==> src/rtl/reg_file_pkg.sv <==
// Shared types and default parameters for the multi-port register file.
package reg_file_pkg;

   localparam int unsigned DEF_DATA_W  = 32;
   localparam int unsigned DEF_ADDR_W  = 6;
   localparam int unsigned DEF_LS_IDX  = 61;
   localparam int unsigned DEF_QUO_IDX = 62;
   localparam int unsigned DEF_OUT_IDX = 63;
   localparam int unsigned DEF_DBG_IDX = 15;

   typedef enum logic [1:0] {
      REGULAR = 2'b00,
      MULT    = 2'b01,
      DIV     = 2'b10,
      RSVD    = 2'b11
   } wr_mode_t;

   typedef enum logic {
      CLEAR = 1'b0,
      READY = 1'b1
   } rf_state_t;

endpackage

==> src/rtl/reg_file_mp_if.sv <==
// Decode/write-back facing bus of the register file.
interface reg_file_mp_if
   import reg_file_pkg::*;
#(
   parameter int unsigned DATA_W = DEF_DATA_W,
   parameter int unsigned ADDR_W = DEF_ADDR_W
);
   logic [ADDR_W-1:0] rd_addr_a;
   logic [ADDR_W-1:0] rd_addr_b;
   logic [DATA_W-1:0] rd_data_a;
   logic [DATA_W-1:0] rd_data_b;
   logic              wr_en;
   wr_mode_t          wr_mode;
   logic [ADDR_W-1:0] wr_addr;
   logic [DATA_W-1:0] wr_data;
   logic [DATA_W-1:0] wr_data_hi;
   logic [DATA_W-1:0] out_data;
   logic [DATA_W-1:0] dbg_data;
   logic              busy;
   logic              wr_err;

   modport master (
      output rd_addr_a, rd_addr_b, wr_en, wr_mode, wr_addr, wr_data, wr_data_hi,
      input  rd_data_a, rd_data_b, out_data, dbg_data, busy, wr_err
   );

   modport slave (
      input  rd_addr_a, rd_addr_b, wr_en, wr_mode, wr_addr, wr_data, wr_data_hi,
      output rd_data_a, rd_data_b, out_data, dbg_data, busy, wr_err
   );
endinterface

==> src/rtl/reg_file_clear_seq.sv <==
// Post-reset sweep: walks the address space from the top down to zero.
module reg_file_clear_seq
   import reg_file_pkg::*;
#(
   parameter int unsigned ADDR_W = DEF_ADDR_W
) (
   input  logic              clk,
   input  logic              reset,
   output logic              busy,
   output logic              clr_en,
   output logic [ADDR_W-1:0] clr_addr
);
   localparam int unsigned DEPTH = 1 << ADDR_W;
   localparam logic [ADDR_W-1:0] TOP_ADDR = ADDR_W'(DEPTH - 1);

   rf_state_t state;

   // Sweep FSM; reset restarts the sweep from the top address.
   always_ff @(posedge clk) begin
      if (reset) begin
         state    <= CLEAR;
         clr_addr <= TOP_ADDR;
         busy     <= 1'b1;
         clr_en   <= 1'b1;
      end else begin
         case (state)
            CLEAR: begin
               if (clr_addr == '0) begin
                  state  <= READY;
                  busy   <= 1'b0;
                  clr_en <= 1'b0;
               end else begin
                  clr_addr <= clr_addr - ADDR_W'(1);
               end
            end
            READY: begin
               busy   <= 1'b0;
               clr_en <= 1'b0;
            end
            default: begin
               state <= CLEAR;
               busy  <= 1'b1;
            end
         endcase
      end
   end
endmodule

==> src/rtl/reg_file_mp.sv <==
// Register file: two write-first registered read ports, one write port with
// MULT/DIV secondary write, and a post-reset clearing sweep.
module reg_file_mp
   import reg_file_pkg::*;
#(
   parameter int unsigned DATA_W  = DEF_DATA_W,
   parameter int unsigned ADDR_W  = DEF_ADDR_W,
   parameter int unsigned LS_IDX  = DEF_LS_IDX,
   parameter int unsigned QUO_IDX = DEF_QUO_IDX,
   parameter int unsigned OUT_IDX = DEF_OUT_IDX,
   parameter int unsigned DBG_IDX = DEF_DBG_IDX
) (
   input  logic         clk,
   input  logic         reset,
   reg_file_mp_if.slave bus
);
   localparam int unsigned DEPTH = 1 << ADDR_W;
   localparam logic [ADDR_W-1:0] LS_A  = ADDR_W'(LS_IDX);
   localparam logic [ADDR_W-1:0] QUO_A = ADDR_W'(QUO_IDX);
   localparam logic [ADDR_W-1:0] OUT_A = ADDR_W'(OUT_IDX);
   localparam logic [ADDR_W-1:0] DBG_A = ADDR_W'(DBG_IDX);

   logic [DATA_W-1:0] registers [DEPTH];

   logic              busy;
   logic              clr_en;
   logic [ADDR_W-1:0] clr_addr;
   logic              pri_we;
   logic              sec_we;
   logic [ADDR_W-1:0] sec_addr;
   logic              err;
   logic [DATA_W-1:0] nxt_a;
   logic [DATA_W-1:0] nxt_b;

   reg_file_clear_seq #(.ADDR_W(ADDR_W)) u_clear_seq (
      .clk      (clk),
      .reset    (reset),
      .busy     (busy),
      .clr_en   (clr_en),
      .clr_addr (clr_addr)
   );

   // Write decode: primary/secondary enables and rejection flag.
   always_comb begin
      pri_we   = 1'b0;
      sec_we   = 1'b0;
      sec_addr = QUO_A;
      err      = 1'b0;
      if (!reset && bus.wr_en) begin
         if (busy) begin
            err = 1'b1;
         end else begin
            case (bus.wr_mode)
               REGULAR: pri_we = 1'b1;
               MULT: begin
                  pri_we   = 1'b1;
                  sec_we   = 1'b1;
                  sec_addr = LS_A;
               end
               DIV: begin
                  pri_we   = 1'b1;
                  sec_we   = 1'b1;
                  sec_addr = QUO_A;
               end
               default: err = 1'b1;
            endcase
         end
      end
   end

   // Write-first bypass; secondary data overrides on address collision.
   always_comb begin
      nxt_a = registers[bus.rd_addr_a];
      if (pri_we && bus.rd_addr_a == bus.wr_addr) nxt_a = bus.wr_data;
      if (sec_we && bus.rd_addr_a == sec_addr)    nxt_a = bus.wr_data_hi;
      nxt_b = registers[bus.rd_addr_b];
      if (pri_we && bus.rd_addr_b == bus.wr_addr) nxt_b = bus.wr_data;
      if (sec_we && bus.rd_addr_b == sec_addr)    nxt_b = bus.wr_data_hi;
   end

   // Array update: sweep clears, else primary then secondary (secondary wins).
   always_ff @(posedge clk) begin
      if (clr_en) begin
         registers[clr_addr] <= '0;
      end else begin
         if (pri_we) registers[bus.wr_addr] <= bus.wr_data;
         if (sec_we) registers[sec_addr]    <= bus.wr_data_hi;
      end
   end

   // Registered read data and error pulse.
   always_ff @(posedge clk) begin
      if (reset || busy) begin
         bus.rd_data_a <= '0;
         bus.rd_data_b <= '0;
      end else begin
         bus.rd_data_a <= nxt_a;
         bus.rd_data_b <= nxt_b;
      end
      if (reset) bus.wr_err <= 1'b0;
      else       bus.wr_err <= err;
   end

   assign bus.busy     = busy;
   assign bus.out_data = busy ? '0 : registers[OUT_A];
   assign bus.dbg_data = busy ? '0 : registers[DBG_A];
endmodule

==> src/flat_wrapper.sv <==
// flat-port wrapper written by rule: the top's interface ports become plain ports
module reg_file_mp_flat import reg_file_pkg::*;
#(
   parameter int unsigned DATA_W  = DEF_DATA_W,
   parameter int unsigned ADDR_W  = DEF_ADDR_W,
   parameter int unsigned LS_IDX  = DEF_LS_IDX,
   parameter int unsigned QUO_IDX = DEF_QUO_IDX,
   parameter int unsigned OUT_IDX = DEF_OUT_IDX,
   parameter int unsigned DBG_IDX = DEF_DBG_IDX
)
  (clk, reset, bus_rd_addr_a, bus_rd_addr_b, bus_wr_en, bus_wr_mode, bus_wr_addr, bus_wr_data, bus_wr_data_hi, bus_rd_data_a, bus_rd_data_b, bus_out_data, bus_dbg_data, bus_busy, bus_wr_err);
  reg_file_mp_if #(.DATA_W(DATA_W), .ADDR_W(ADDR_W)) bus_i ();
  input  logic clk;
  input  logic reset;
  input wire logic [$bits(bus_i.rd_addr_a)-1:0] bus_rd_addr_a;
  input wire logic [$bits(bus_i.rd_addr_b)-1:0] bus_rd_addr_b;
  input wire logic [$bits(bus_i.wr_en)-1:0] bus_wr_en;
  input wire logic [$bits(bus_i.wr_mode)-1:0] bus_wr_mode;
  input wire logic [$bits(bus_i.wr_addr)-1:0] bus_wr_addr;
  input wire logic [$bits(bus_i.wr_data)-1:0] bus_wr_data;
  input wire logic [$bits(bus_i.wr_data_hi)-1:0] bus_wr_data_hi;
  output wire logic [$bits(bus_i.rd_data_a)-1:0] bus_rd_data_a;
  output wire logic [$bits(bus_i.rd_data_b)-1:0] bus_rd_data_b;
  output wire logic [$bits(bus_i.out_data)-1:0] bus_out_data;
  output wire logic [$bits(bus_i.dbg_data)-1:0] bus_dbg_data;
  output wire logic [$bits(bus_i.busy)-1:0] bus_busy;
  output wire logic [$bits(bus_i.wr_err)-1:0] bus_wr_err;
  assign bus_i.rd_addr_a = bus_rd_addr_a;
  assign bus_i.rd_addr_b = bus_rd_addr_b;
  assign bus_i.wr_en = bus_wr_en;
  assign bus_i.wr_mode = bus_wr_mode;
  assign bus_i.wr_addr = bus_wr_addr;
  assign bus_i.wr_data = bus_wr_data;
  assign bus_i.wr_data_hi = bus_wr_data_hi;
  assign bus_rd_data_a = bus_i.rd_data_a;
  assign bus_rd_data_b = bus_i.rd_data_b;
  assign bus_out_data = bus_i.out_data;
  assign bus_dbg_data = bus_i.dbg_data;
  assign bus_busy = bus_i.busy;
  assign bus_wr_err = bus_i.wr_err;
  reg_file_mp #(.DATA_W(DATA_W), .ADDR_W(ADDR_W), .LS_IDX(LS_IDX), .QUO_IDX(QUO_IDX), .OUT_IDX(OUT_IDX), .DBG_IDX(DBG_IDX)) u_core (.clk(clk), .reset(reset), .bus(bus_i));
endmodule
==> config.mk <==
export PLATFORM = sky130hd
export DESIGN_NAME = reg_file_mp_flat
export DESIGN_NICKNAME = d
export VERILOG_FILES = /design/src/rtl/reg_file_pkg.sv /design/src/rtl/reg_file_mp_if.sv /design/src/rtl/reg_file_clear_seq.sv /design/src/rtl/reg_file_mp.sv /design/src/flat_wrapper.sv
export SDC_FILE = /design/constraint.sdc
export NUM_CORES = 2
export LEC_CHECK = 0
export ABC_CLOCK_PERIOD_IN_PS = 6400
export BUFFER_PORTS_ARGS = -buffer_cell sky130_fd_sc_hd__buf_2
export CORE_UTILIZATION = 35
export CTS_BUF_LIST = sky130_fd_sc_hd__clkbuf_8
export DETAILED_ROUTE_END_ITERATION = 6
export SLEW_MARGIN = 5
export SYNTH_ARGS = -nofsm -noshare
export SYNTH_HDL_FRONTEND = slang
export SYNTH_HIERARCHICAL = 1
export SYNTH_SLANG_ARGS = --single-unit
==> constraint.sdc <==
create_clock -name clk -period 6.4 [get_ports clk]
set_input_delay 0.64 -clock clk [delete_from_list [all_inputs] [get_ports clk]]
set_output_delay 0.64 -clock clk [all_outputs]
set_load 0.01 [all_outputs]
==> out/summary.txt <==
share of cells above drive strength 1: 26.25%
register area share after synthesis: 62.77%
post-layout min period: 4.748 ns
antenna violations before repair: 34
Final Max Tran Viols: 2
RSZ-0062 raised after global routing: false
Ports: 217
Die X: 537.3 um
top cell type's share of synthesized area: 61.32%
Mapped Avg Cell Area: 16.58 sq um
Syn Nets: 6140
status: finished with violations
Crit-path slowest cell: nand3_2
clk_lat worst skew: 1.11 ns
pin count of the biggest net entering global routing: 89
max-cap violation count: 1
hpwl dp: 236300 um
final setup vio count: 0
most common cell after layout, fill and taps aside: edfxtp_1
Layout area overhead: 14.16%
DR vias/cell: 6.126
largest fanout on the critical path: 44
Post-synth EDFFs: 2048
clk slew on worst S/H paths: 0.06 ns
Final Total Pwr: 28.73 mW
vias in the first global route: 64.18k
htree depth: 5
die area: 0.2887 sq mm
top post-synthesis cells by area: edfxtp_1 61%, mux4_2 14%, mux2i_1 9.3%
ys flop type: edfxtp_1
Mapped Area: 0.1003 sq mm
row count: 196
Highest Clock Rate: 210.6 MHz
DRT Wirelength: 366800 um
Pre-Repair DR Iteration Count: 6
WP data required: 7.35 ns
yosys warns: 6
critical path arrival: 5.70 ns
Via Count: 64.68k
Max VDD drop: 241.7 uV
Post-Synthesis Cells: 6050
share of flip-flops with an asynchronous set or reset: 0%
die height: 537.3 um
crit path cell chain: and4bb_2, mux2_2, nand2_1, nand3_2, buf_4, o22ai_1, dlygate4sd3_1, nor3_1
design area: 0.1145 sq mm
core area: 0.2850 sq mm
Clock Sinks: 2121
Hold Crit Class: in -> reg
Worst-Margin Slew: 1.563 ns
GP Congestion: 0.9323
initial DRC count: 8479
setup tns final: 0 ns
Netlist cell types: 62
Crit Path Category: reg -> reg
clk buf depth: 4
Critical Path Source Type: flip-flop
dominant cell type by area after synthesis: edfxtp_1
Fin. Hold Viols: 0
power density over the cells: 250.9 mW/mm^2
Clock Skew: 0.08385 ns
slowest stage delay, CP: 1.09 ns
Post-DP Area: 0.1071 sq mm
failing checks: max-capacitance violations, max-slew violations
per-cell routed wire length: 34.74 um
global-route wire length before repair: 503500 um
drc violations: 0
cts repair resizes: 0
total grt overflow: 0
register bit total from synthesis: 2121
LEAKAGE: 39.68 nW
commonest non-fill, non-tap cells in the layout: 2048 x edfxtp_1, 931 x mux2i_1, 640 x mux4_2
initial core utilization: 35.20%
gr usage total: 24.87%
Detail Route Antenna Nets: 0
Final #Nets: 6609
Port Buffers: 216
CTS tree: done
fin crit share: 74.19%
CP endpoint kind: flip-flop
Fill cells: 25.72k
root buffer cell: clkbuf_8
Num CTS Buffers: 356
Slew HR: -4.389%
-- area by class of cell --
cell class | instances | area [sq um] | share of cell area [%]
tap | 3762 | 4707 | 4.111
sequential | 2121 | 62960 | 54.99
clock buffer | 372 | 5120 | 4.471
antenna | 14 | 35.03 | 0.03060
clock inverter | 249 | 1280 | 1.118
inverter | 72 | 275.3 | 0.2404
multi-input combinational | 3359 | 35290 | 30.82
timing repair buffer | 609 | 4832 | 4.220
-- report_power, final --
part,leakage [nW],switching [mW],internal [mW]
clock network,3.69,5.52,5.76
logic,16.1,1.52,0.782
registers,19.9,0.0605,15.1
-- final timing paths --
kind,from,end,slack (ns),cells after the start
hold reg to reg,u_core/u_clear_seq/clr_addr[4],u_core/u_clear_seq/clr_addr[4],0.64,2
hold / removal,bus_wr_data_hi[31],u_core/bus.rd_data_a[31],0.1,3
setup reg to reg,u_core/u_clear_seq/clr_en,u_core/bus.rd_data_b[5],1.65,8
setup / recovery,u_core/u_clear_seq/clr_en,u_core/bus.rd_data_b[5],1.65,8
-- state kept, by name (all words and copies together) (netlist names) --
| register | cells |
|---|---|
| u_core/u_clear_seq/clr_addr | 6 |
| u_core/bus.wr_err | 1 |
| u_core/u_clear_seq/clr_en | 1 |
| u_core/registers | 2048 |
| u_core/bus.rd_data_b | 32 |
| u_core/u_clear_seq/state | 1 |
| u_core/bus.rd_data_a | 32 |
-- per-layer routing --
metal	track usage [%]	wire length (um)
met5	0.2961	180
met4	18.41	29910
met3	4.451	32020
met2	39.32	170600
met1	30.61	134000
-- cells by family after synthesis --
family | share of synthesized area, %
flops | 62.77
mux | 24.41
compound gates | 6.598
simple gates | 3.317
buf+inv | 2.746
xor+xnor | 0.1135
fa+ha+maj | 0.03743
-- metrics by stage --
stage / hold slack, ns / cells / util, % / setup slack, ns
floorplan: 0.5316 / 6050 / - / 1.387
global placement: 0.5745 / 9827 / 37.58 / 1.337
detailed placement: 0.5995 / 9828 / 37.59 / 1.392
CTS: 0.02813 / 10540 / 40.17 / 1.722
global route: 0.1015 / 10550 / 40.18 / 1.634
finish: 0.09972 / 10560 / 40.18 / 1.652
-- critical path: cells and delay by family, from the launching register on --
family          cells  cell delay, ns
flops               1            0.72
simple gates        4            2.15
compound gates      1            0.17
mux                 1            0.37
buf+inv             2            1.14
-- repair_timing --
action / 4_1_cts / 5_1_grt
hold buffers: 95 / 0
hold endpoints to repair: 178 / 0
setup buffers: 0 / 0
-- cell usage after synthesis, types with 31 or more instances --
cell type  instances
inv_1             71
buf_2            145
nor2_1           143
mux4_2           640
a22oi_1          133
nor2b_1           75
o211ai_1          37
o221ai_1          31
a21oi_1          143
a211oi_1          32
nand2b_1          44
dfxtp_1           73
o22ai_1           33
clkbuf_1         242
o21ai_0          311
mux2_2            67
mux2i_1          931
nand2_1          243
a221oi_1         189
edfxtp_1        2048
a31oi_1           34
nand3_1          121
nor3_1            42
buf_4             60
(Power assumes the default switching activity.)
